[src/rtl/vga_pkg.sv]
// Shared VGA/VRAM constants, arbitration slot encoding and the constant-multiply helper.
package vga_pkg;

  localparam int unsigned H_ACTIVE_DEF = 640;
  localparam int unsigned V_ACTIVE_DEF = 480;
  localparam int unsigned ADDR_W       = 19;
  localparam int unsigned CNT_W        = 10;

  // What the VRAM port does in the next registered cycle.
  typedef enum logic [1:0] {
    SLOT_IDLE  = 2'd0,
    SLOT_READ  = 2'd1,
    SLOT_WRITE = 2'd2,
    SLOT_DROP  = 2'd3
  } slot_e;

  // y * k as a sum of shifted copies of y; k is a constant, so only its set bits cost adders.
  function automatic logic [ADDR_W-1:0] mul_const(input logic [CNT_W-1:0] y,
                                                  input int unsigned     k);
    logic [ADDR_W-1:0] acc;
    acc = '0;
    for (int b = 0; b < 32; b++) begin
      if (k[b]) acc = acc + (ADDR_W'(y) << b);
    end
    return acc;
  endfunction

endpackage

[src/rtl/vram_addr_gen.sv]
// VRAM address register: display address y*H_ACTIVE+x (shift-add) for reads, draw address for writes.
module vram_addr_gen
  import vga_pkg::*;
#(
  parameter int unsigned H_ACTIVE = H_ACTIVE_DEF
) (
  input  logic              clk,
  input  logic              rst_n,
  input  slot_e             i_slot,
  input  logic              i_disp_sel,
  input  logic              i_draw_sel,
  input  logic [CNT_W-1:0]  i_hcount,
  input  logic [CNT_W-1:0]  i_vcount,
  input  logic [ADDR_W-1:0] i_wr_addr,
  output logic [ADDR_W:0]   o_ram_addr
);

  logic [ADDR_W-1:0] w_disp_addr;

  assign w_disp_addr = mul_const(i_vcount, H_ACTIVE) + ADDR_W'(i_hcount);

  // Address holds when the port is idle or a write is dropped.
  always_ff @(posedge clk or negedge rst_n) begin
    if (!rst_n) begin
      o_ram_addr <= '0;
    end else begin
      case (i_slot)
        SLOT_READ:  o_ram_addr <= {i_disp_sel, w_disp_addr};
        SLOT_WRITE: o_ram_addr <= {i_draw_sel, i_wr_addr};
        default:    o_ram_addr <= o_ram_addr;
      endcase
    end
  end

endmodule

[src/rtl/vram_arbiter.sv]
// Single-port VRAM arbiter: display reads win over drawing writes; pixel pipeline to the DAC.
// Optional frame-buffer swapping is enabled by defining VRAM_ARBITER_DBLBUF_EN.
module vram_arbiter
  import vga_pkg::*;
#(
  parameter int unsigned DATA_W   = 8,
  parameter int unsigned H_ACTIVE = H_ACTIVE_DEF,
  parameter int unsigned V_ACTIVE = V_ACTIVE_DEF
) (
  input  logic              clk,
  input  logic              rst_n,
  input  logic              i_pix_en,
  input  logic              i_blank,
  input  logic [CNT_W-1:0]  i_hcount,
  input  logic [CNT_W-1:0]  i_vcount,
  input  logic              i_wr_req,
  input  logic [ADDR_W-1:0] i_wr_addr,
  input  logic [DATA_W-1:0] i_wr_data,
  output logic              o_wr_ack,
  output logic              o_ram_en,
  output logic              o_ram_we,
  output logic [ADDR_W:0]   o_ram_addr,
  output logic [DATA_W-1:0] o_ram_wdata,
  input  logic [DATA_W-1:0] i_ram_rdata,
  output logic [DATA_W-1:0] o_pixel,
  input  logic              i_swap_req,
  output logic              o_swap_ack
);

  localparam logic [CNT_W-1:0]  H_LIM     = CNT_W'(H_ACTIVE);
  localparam logic [CNT_W-1:0]  V_LIM     = CNT_W'(V_ACTIVE);
  localparam logic [ADDR_W-1:0] PIX_TOTAL = ADDR_W'(H_ACTIVE * V_ACTIVE);

  logic  w_disp_slot;
  logic  w_disp_sel;
  logic  w_draw_sel;
  slot_e w_slot;

  logic  r_pix_p1;
  logic  r_pix_p2;
  logic  r_rd_p1;
  logic  r_rd_p2;

  assign w_disp_slot = i_pix_en & ~i_blank & (i_hcount < H_LIM) & (i_vcount < V_LIM);

  // A write waits for a free slot and is never taken while its previous ack is showing.
  always_comb begin
    w_slot = SLOT_IDLE;
    if (w_disp_slot) begin
      w_slot = SLOT_READ;
    end else if (i_wr_req && !o_wr_ack) begin
      w_slot = (i_wr_addr < PIX_TOTAL) ? SLOT_WRITE : SLOT_DROP;
    end
  end

`ifdef VRAM_ARBITER_DBLBUF_EN
  logic r_disp_buf;
  logic r_swap_pend;
  logic w_frame_start;
  logic w_swap_go;

  assign w_frame_start = i_pix_en & (i_hcount == '0) & (i_vcount == '0);
  assign w_swap_go     = w_frame_start & r_swap_pend;

  always_ff @(posedge clk or negedge rst_n) begin
    if (!rst_n) begin
      r_disp_buf  <= 1'b0;
      r_swap_pend <= 1'b0;
      o_swap_ack  <= 1'b0;
    end else begin
      o_swap_ack <= w_swap_go;
      if (w_swap_go) begin
        r_disp_buf  <= ~r_disp_buf;
        r_swap_pend <= 1'b0;
      end else if (i_swap_req) begin
        r_swap_pend <= 1'b1;
      end
    end
  end

  // The first read of the new frame already uses the freshly swapped buffer.
  assign w_disp_sel = r_disp_buf ^ w_swap_go;
  assign w_draw_sel = ~w_disp_sel;
`else
  logic w_unused_swap;

  assign w_unused_swap = i_swap_req;
  assign w_disp_sel    = 1'b0;
  assign w_draw_sel    = 1'b0;

  always_ff @(posedge clk or negedge rst_n) begin
    if (!rst_n) begin
      o_swap_ack <= 1'b0;
    end else begin
      o_swap_ack <= 1'b0;
    end
  end
`endif

  // RAM control strobes, write data and the write handshake.
  always_ff @(posedge clk or negedge rst_n) begin
    if (!rst_n) begin
      o_ram_en    <= 1'b0;
      o_ram_we    <= 1'b0;
      o_wr_ack    <= 1'b0;
      o_ram_wdata <= '0;
    end else begin
      o_ram_en <= (w_slot == SLOT_READ) || (w_slot == SLOT_WRITE);
      o_ram_we <= (w_slot == SLOT_WRITE);
      o_wr_ack <= (w_slot == SLOT_WRITE) || (w_slot == SLOT_DROP);
      if (w_slot == SLOT_WRITE) begin
        o_ram_wdata <= i_wr_data;
      end
    end
  end

  // Pixel pipeline: slot -> RAM read cycle -> data valid -> captured into o_pixel.
  always_ff @(posedge clk or negedge rst_n) begin
    if (!rst_n) begin
      r_pix_p1 <= 1'b0;
      r_pix_p2 <= 1'b0;
      r_rd_p1  <= 1'b0;
      r_rd_p2  <= 1'b0;
      o_pixel  <= '0;
    end else begin
      r_pix_p1 <= i_pix_en;
      r_rd_p1  <= w_disp_slot;
      r_pix_p2 <= r_pix_p1;
      r_rd_p2  <= r_rd_p1;
      if (r_pix_p2) begin
        o_pixel <= r_rd_p2 ? i_ram_rdata : '0;
      end
    end
  end

  vram_addr_gen #(
    .H_ACTIVE (H_ACTIVE)
  ) u_addr_gen (
    .clk        (clk),
    .rst_n      (rst_n),
    .i_slot     (w_slot),
    .i_disp_sel (w_disp_sel),
    .i_draw_sel (w_draw_sel),
    .i_hcount   (i_hcount),
    .i_vcount   (i_vcount),
    .i_wr_addr  (i_wr_addr),
    .o_ram_addr (o_ram_addr)
  );

endmodule

[config.mk]
export PLATFORM = sky130hd
export DESIGN_NAME = vram_arbiter
export DESIGN_NICKNAME = d
export VERILOG_FILES = /design/src/rtl/vga_pkg.sv /design/src/rtl/vram_addr_gen.sv /design/src/rtl/vram_arbiter.sv
export SDC_FILE = /design/constraint.sdc
export NUM_CORES = 1
export LEC_CHECK = 0
export ABC_CLOCK_PERIOD_IN_PS = 2330
export BUFFER_PORTS_ARGS = -buffer_cell sky130_fd_sc_hd__buf_4
export CORE_UTILIZATION = 43
export DETAILED_ROUTE_END_ITERATION = 16
export PLACE_DENSITY = 0.73
export RECOVER_POWER = 25
export SLEW_MARGIN = 20
export SYNTH_ARGS = -nofsm -noshare
export SYNTH_HDL_FRONTEND = slang
export SYNTH_HIERARCHICAL = 1
export SYNTH_SLANG_ARGS = --single-unit
[constraint.sdc]
create_clock -name clk -period 2.33 [get_ports clk]
set_clock_uncertainty 0.05 [all_clocks]
set_input_delay 0.3495 -clock clk [delete_from_list [all_inputs] [get_ports clk]]
set_output_delay 0.3495 -clock clk [all_outputs]
set_load 0.02 [all_outputs]
Word level (Yosys, flattened, before mapping):

Cells that the tools add are included.

* div/mod/pow operators: 0
* bitwise logic cells: 4
* reductions and logical operators: 5
* shift-type cells: 0
* add/subtract/negate cells: 2
* equality and inequality tests: 3
* multipliers: 0
* $lt $le $gt $ge: 3
* muxes and demuxes: 5

Operators with widths (number)
* 20-bit case mux with 2 select lines: 1
* 17-bit by 19-bit adder with 19-bit output: 1
* 19-bit by 10-bit adder with 19-bit output: 1
* 19-bit < comparator, second input constant: 1
* 10-bit < comparator, second input constant: 1
* 10-bit by 9-bit < comparator with 1-bit output, second input constant: 1
* 8-bit 2-to-1 mux: 1
* 2-bit equality test, second input constant: 2
* 2-bit 2-to-1 mux: 2
* 1-bit AND: 3
* 2-bit by 1-bit equality test with 1-bit output, second input constant: 1
* 1-bit logical OR: 2
* 2-bit nonzero test: 1
* 1-bit logical AND: 1
* 1-bit zero test: 1
* 1-bit 2-to-1 mux: 1
* 1-bit NOT: 1

* memory bits (read-only): 0
* bits in latches: 0
* RAM bits: 0
* logic and storage cells: 32
* memories: 0
* flip-flop bits (word level): 43
* output and inout bits: 40

Longest topological paths before layout:

* depth after elaboration: 7
* mapped depth: 10

Modules after synthesis:

The synthesis kept the hierarchy.

Modules (own cells, without submodules)
* vram_addr_gen: instances 1, cells an instance 153, area an instance 1487.7 um^2
* vram_arbiter: instances 1, cells an instance 74, area an instance 907.1 um^2

Least setup slack after synthesis:

No wires, ideal clock.

* path type: input to register
* start: input i_hcount[9]
* end: register u_addr_gen.o_ram_addr[14]
* data arrival time: 2.357 ns
* path buffers: 0
* slack: -0.202 ns
* stages: 10
* path through: inv_1 -> fa_1 -> inv_1 -> fa_1 -> a211oi_2 -> o21bai_2 -> a21oi_2 -> xor2_1 -> o21ai_1 -> mux2_2

* cells in the longest elaborated chain, start to end: 6
* elaborated cells on any way between the ends: 9

Ends and longest elaborated chain
* from (decl): RTL line vram_arbiter.sv:14 `input logic [CNT_W-1:0] i_hcount,`
* 10-bit < comparator: RTL line vram_arbiter.sv:44 `assign w_disp_slot = i_pix_en & ~i_blank & (i_hcount < H_LIM) & (i_vcount < V_LIM);`
* 1-bit AND (2 in series): RTL line vram_arbiter.sv:44
* 2-bit 2-to-1 mux: RTL line vram_arbiter.sv:49 `if (w_disp_slot) begin`
* 2-bit equality test / 2-bit by 1-bit equality test with 1-bit output (equally long branches): RTL line vram_addr_gen.sv:27 `case (i_slot)`
* 20-bit case mux with 2 select lines / 2-bit nonzero test (equally long branches)
* to (signal assigned): RTL line vram_addr_gen.sv:28 `SLOT_READ: o_ram_addr <= {i_disp_sel, w_disp_addr};`
* to (signal assigned): RTL line vram_addr_gen.sv:29 `SLOT_WRITE: o_ram_addr <= {i_draw_sel, i_wr_addr};`
* to (signal assigned): RTL line vram_addr_gen.sv:30 `default: o_ram_addr <= o_ram_addr;`
* to (decl): RTL line vram_addr_gen.sv:15 `output logic [ADDR_W:0] o_ram_addr`

Several ways; a longest one is shown, not always the timed one. The select of a mux whose other input is x is not followed.
A chain may end at the register's enable or synchronous reset.

Worst setup path after layout:

Same ends and word-level chain as after synthesis.

==> out/results.txt <==
P&R area growth vs syn -> 42.7%
Maximum vdd drop -> 350 µV
Vias in the first global route -> 1900
Main flop type after synthesis -> dfrtp_1
RSZ-0062 raised after global routing -> yes
Synth Warn # -> 6
Pin count of the biggest net entering global routing -> 44
GP Congestion -> 0.932
Max Fclk -> 433 MHz
GRT Overall Usage -> 18.9%
Root Driver -> clkbuf_8
Reg clk slew, reported paths -> 0.08 ns
CP Data Required Time -> 2.45 ns
Final slew viol count -> 0
# setup viols final -> 0
# IOs -> 101
Cells after DPL -> 397
Relative slew slack -> 30.3%
Site Rows -> 26
Detail Route Antenna Nets -> 0
Final core utilization -> 65.3%
Combinational fraction of design power -> 39.6%
Core area -> 0.00524 mm²
Pwr per Cell Area -> 765 mW/mm²
Synthesized area -> 0.00239 mm²
Synth area leaders -> dfrtp_1, ha_1, mux2_2, o21ai_0, mux2i_1
Leakage -> 1.72 nW
Post-Layout Cell Count -> 405
Setup Slack @ Placement -> -0.311 ns
Die Height -> 76.6 µm
Fraction of registers with async set/reset -> 100%
Worst Max-Slew Pin Slew -> 1.05 ns
Total Power -> 2.61 mW
Setup ws final -> 0.0227 ns
Diode count -> 0
Via-to-Cell Ratio -> 5.04
Worst-Skew Late Latency -> 0.29 ns
Sw frac -> 32.8%
Starting Density -> 45.7%
CTS tree -> built
Cells after Synth -> 227
Internal power component -> 1.76 mW
Crit Path Max Fanout -> 3
Clock sinks -> 43
First-pass GRT wire length -> 8.86 mm
Crit path kind -> in2reg
PortBufs -> 98
Grt ovf -> 0
Biggest area consumer among synthesized cells -> dfrtp_1
Simple-Gate Fraction of Synth Area -> 8.88%
Final Net Count -> 419
Die ar. -> 0.00587 mm²
Htree depth -> 2
Maximum clock insertion buffer count -> 2
Total wire length -> 5.15 mm
Wire length per cell -> 12.7 µm
Hpwl dp -> 4.08 mm
CP Capture Type -> register
Router iterations before antenna repair -> 4
Width of the die -> 76.6 µm
Final hold violations -> 0
Final worst path period need -> 2.31 ns
Reg power frac -> 37.9%
Compound-Gate Fraction of Synth Area -> 13.5%
Most frequent cell after synthesis -> dfrtp_1
Dominant combinational cell family by area after synthesis -> compound AO/OA/AOI/OAI gates
Synth top cells by count -> dfrtp_1, o21ai_0, ha_1
Run status -> complete, no violations
Post-synthesis sequential area ratio -> 44.9%
Initial antenna violation count -> 0
Crit start category -> primary input
Synth Area in XOR/XNOR -> 2.93%
Share of the synthesized area in the top cell type -> 44.9%
Synth Register Bits -> 43
DRC errors left -> 0
Post-Synth Adder-Cell Area -> 13.2%
Arr. time, crit path -> 2.43 ns
Hold Crit Class -> in2reg
Synth unique cells -> 38
Psw -> 0.858 mW
Share of cells above drive strength 1 -> 42.1%
Routed vias -> 2041
Max Cap Viol -> 0
Total CTS buffers -> 5
Initial drt markers -> 72
Tcrit/Tclk final -> 99.0%
Clk pwr share -> 22.5%
Number of enable flip-flop cells after synthesis -> 0
Mapped Avg Cell Area -> 10.5 µm²
Cts hold-fix bufs -> 0
Mux cell area share after synthesis -> 11.1%
-- cell families after synthesis --
| kind of cell | after synthesis |
|---|---|
| xor gates and xnor gates | 8 |
| other | 1 |
| muxes | 25 |
| adders and majority gates | 24 |
| DFF | 43 |
| AOI/OAI and AO/OA | 53 |
| and+or+nand+nor | 44 |
| buffers and inverters | 29 |
-- flip-flops by register name, summed over array words and instances (netlist names) --
signal,count
o_ram_en,1
u_addr_gen/o_ram_addr,20
o_wr_ack,1
r_rd_p2,1
r_pix_p1,1
o_pixel,8
r_rd_p1,1
o_ram_we,1
o_ram_wdata,8
r_pix_p2,1
-- cell type report --
cell class                 count  area (µm²)
multi-input combinational    157        1210
fill                         432        1820
tap                           70        87.6
inverter                      18        77.6
clock inverter                 2        35.0
timing repair buffer         109         845
clock buffer                   6        82.6
sequential                    43        1080
-- routing by layer --
| metal | share of wire, % | vias to the layer above | routed length, µm | track usage, % |
|---|---|---|---|---|
| met2 | 48 | 75 | 2470 | 31.5 |
| met4 | 0.74 | 0 | 38 | 3.46 |
| met5 | 0 | - | 0 | 0 |
| li1 | - | 1013 | - | - |
| met3 | 7.1 | 4 | 366 | 5.87 |
| met1 | 44 | 949 | 2270 | 24.2 |
-- worst max-delay path, cell delays in order --
cell	delay, ns
buf_8	0.07
inv_4	0.03
fa_1	0.54
inv_2	0.05
fa_2	0.38
a211oi_2	0.23
o21bai_2	0.12
a21oi_2	0.17
xor2_1	0.16
o21ai_1	0.07
mux2_4	0.27
-- layout by cell type, fill, tap and decap left out, drive strengths merged, types with 5 or more instances in the layout --
cell    instances
inv            18
a21o            5
a21oi          10
nand2          18
clkbuf          8
mux2i          12
xor2            5
buf           107
dfrtp          43
nand3          10
o21ai          28
ha             22
mux2           13
-- metrics by stage --
| stage | hold slack, ns | setup TNS [ns] | area (µm²) |
|---|---|---|---|
| 6_report | 0.163 | 0 | 3420 |
| 2_1_floorplan | 0.00391 | -0.139 | 2420 |
| 5_1_grt | 0.155 | -0.0839 | 3420 |
| 3_3_place_gp | 0.282 | -1.30 | 3290 |
| 3_5_place_dp | 0.285 | -1.48 | 3290 |
| 4_1_cts | 0.00633 | 0 | 3410 |
-- repair_timing --
item,in CTS,in global routing
endpoints found under the hold margin,0,0
buffers inserted,0,0
setup endpoints to repair,0,5
gates resized for setup,0,6
-- final timing paths --
kind | start | to | slack (ns) | cells after the start
worst max-delay path | i_hcount[9] | u_addr_gen/o_ram_addr[14]$_DFFE_PN0P_ | 0.02 | 11
worst min-delay path | i_pix_en | r_pix_p1$_DFF_PN0_ | 0.16 | 1
worst max register to register | o_wr_ack$_DFF_PN0_ | u_addr_gen/o_ram_addr[17]$_DFFE_PN0P_ | 0.45 | 7
worst min register to register | r_pix_p1$_DFF_PN0_ | r_pix_p2$_DFF_PN0_ | 0.30 | 0
max in group asynchronous | rst_n | o_pixel[4]$_DFFE_PN0P_ | 1.40 | 1
min in group asynchronous | rst_n | o_pixel[1]$_DFFE_PN0P_ | 0.19 | 1
-- power by group through the flow --
stage | clock, mW | sequential, mW | combinational [mW]
4_1_cts | 0.606 | 0.994 | 1.05
3_3_place_gp | 0 | 1.00 | 1.03
5_1_grt | 0.634 | 1.01 | 1.12
6_report | 0.588 | 0.991 | 1.03
2_1_floorplan | 0 | 1.20 | 0.375
3_5_place_dp | 0 | 1.01 | 1.04
No activity file was read; power rests on OpenSTA's default activity.
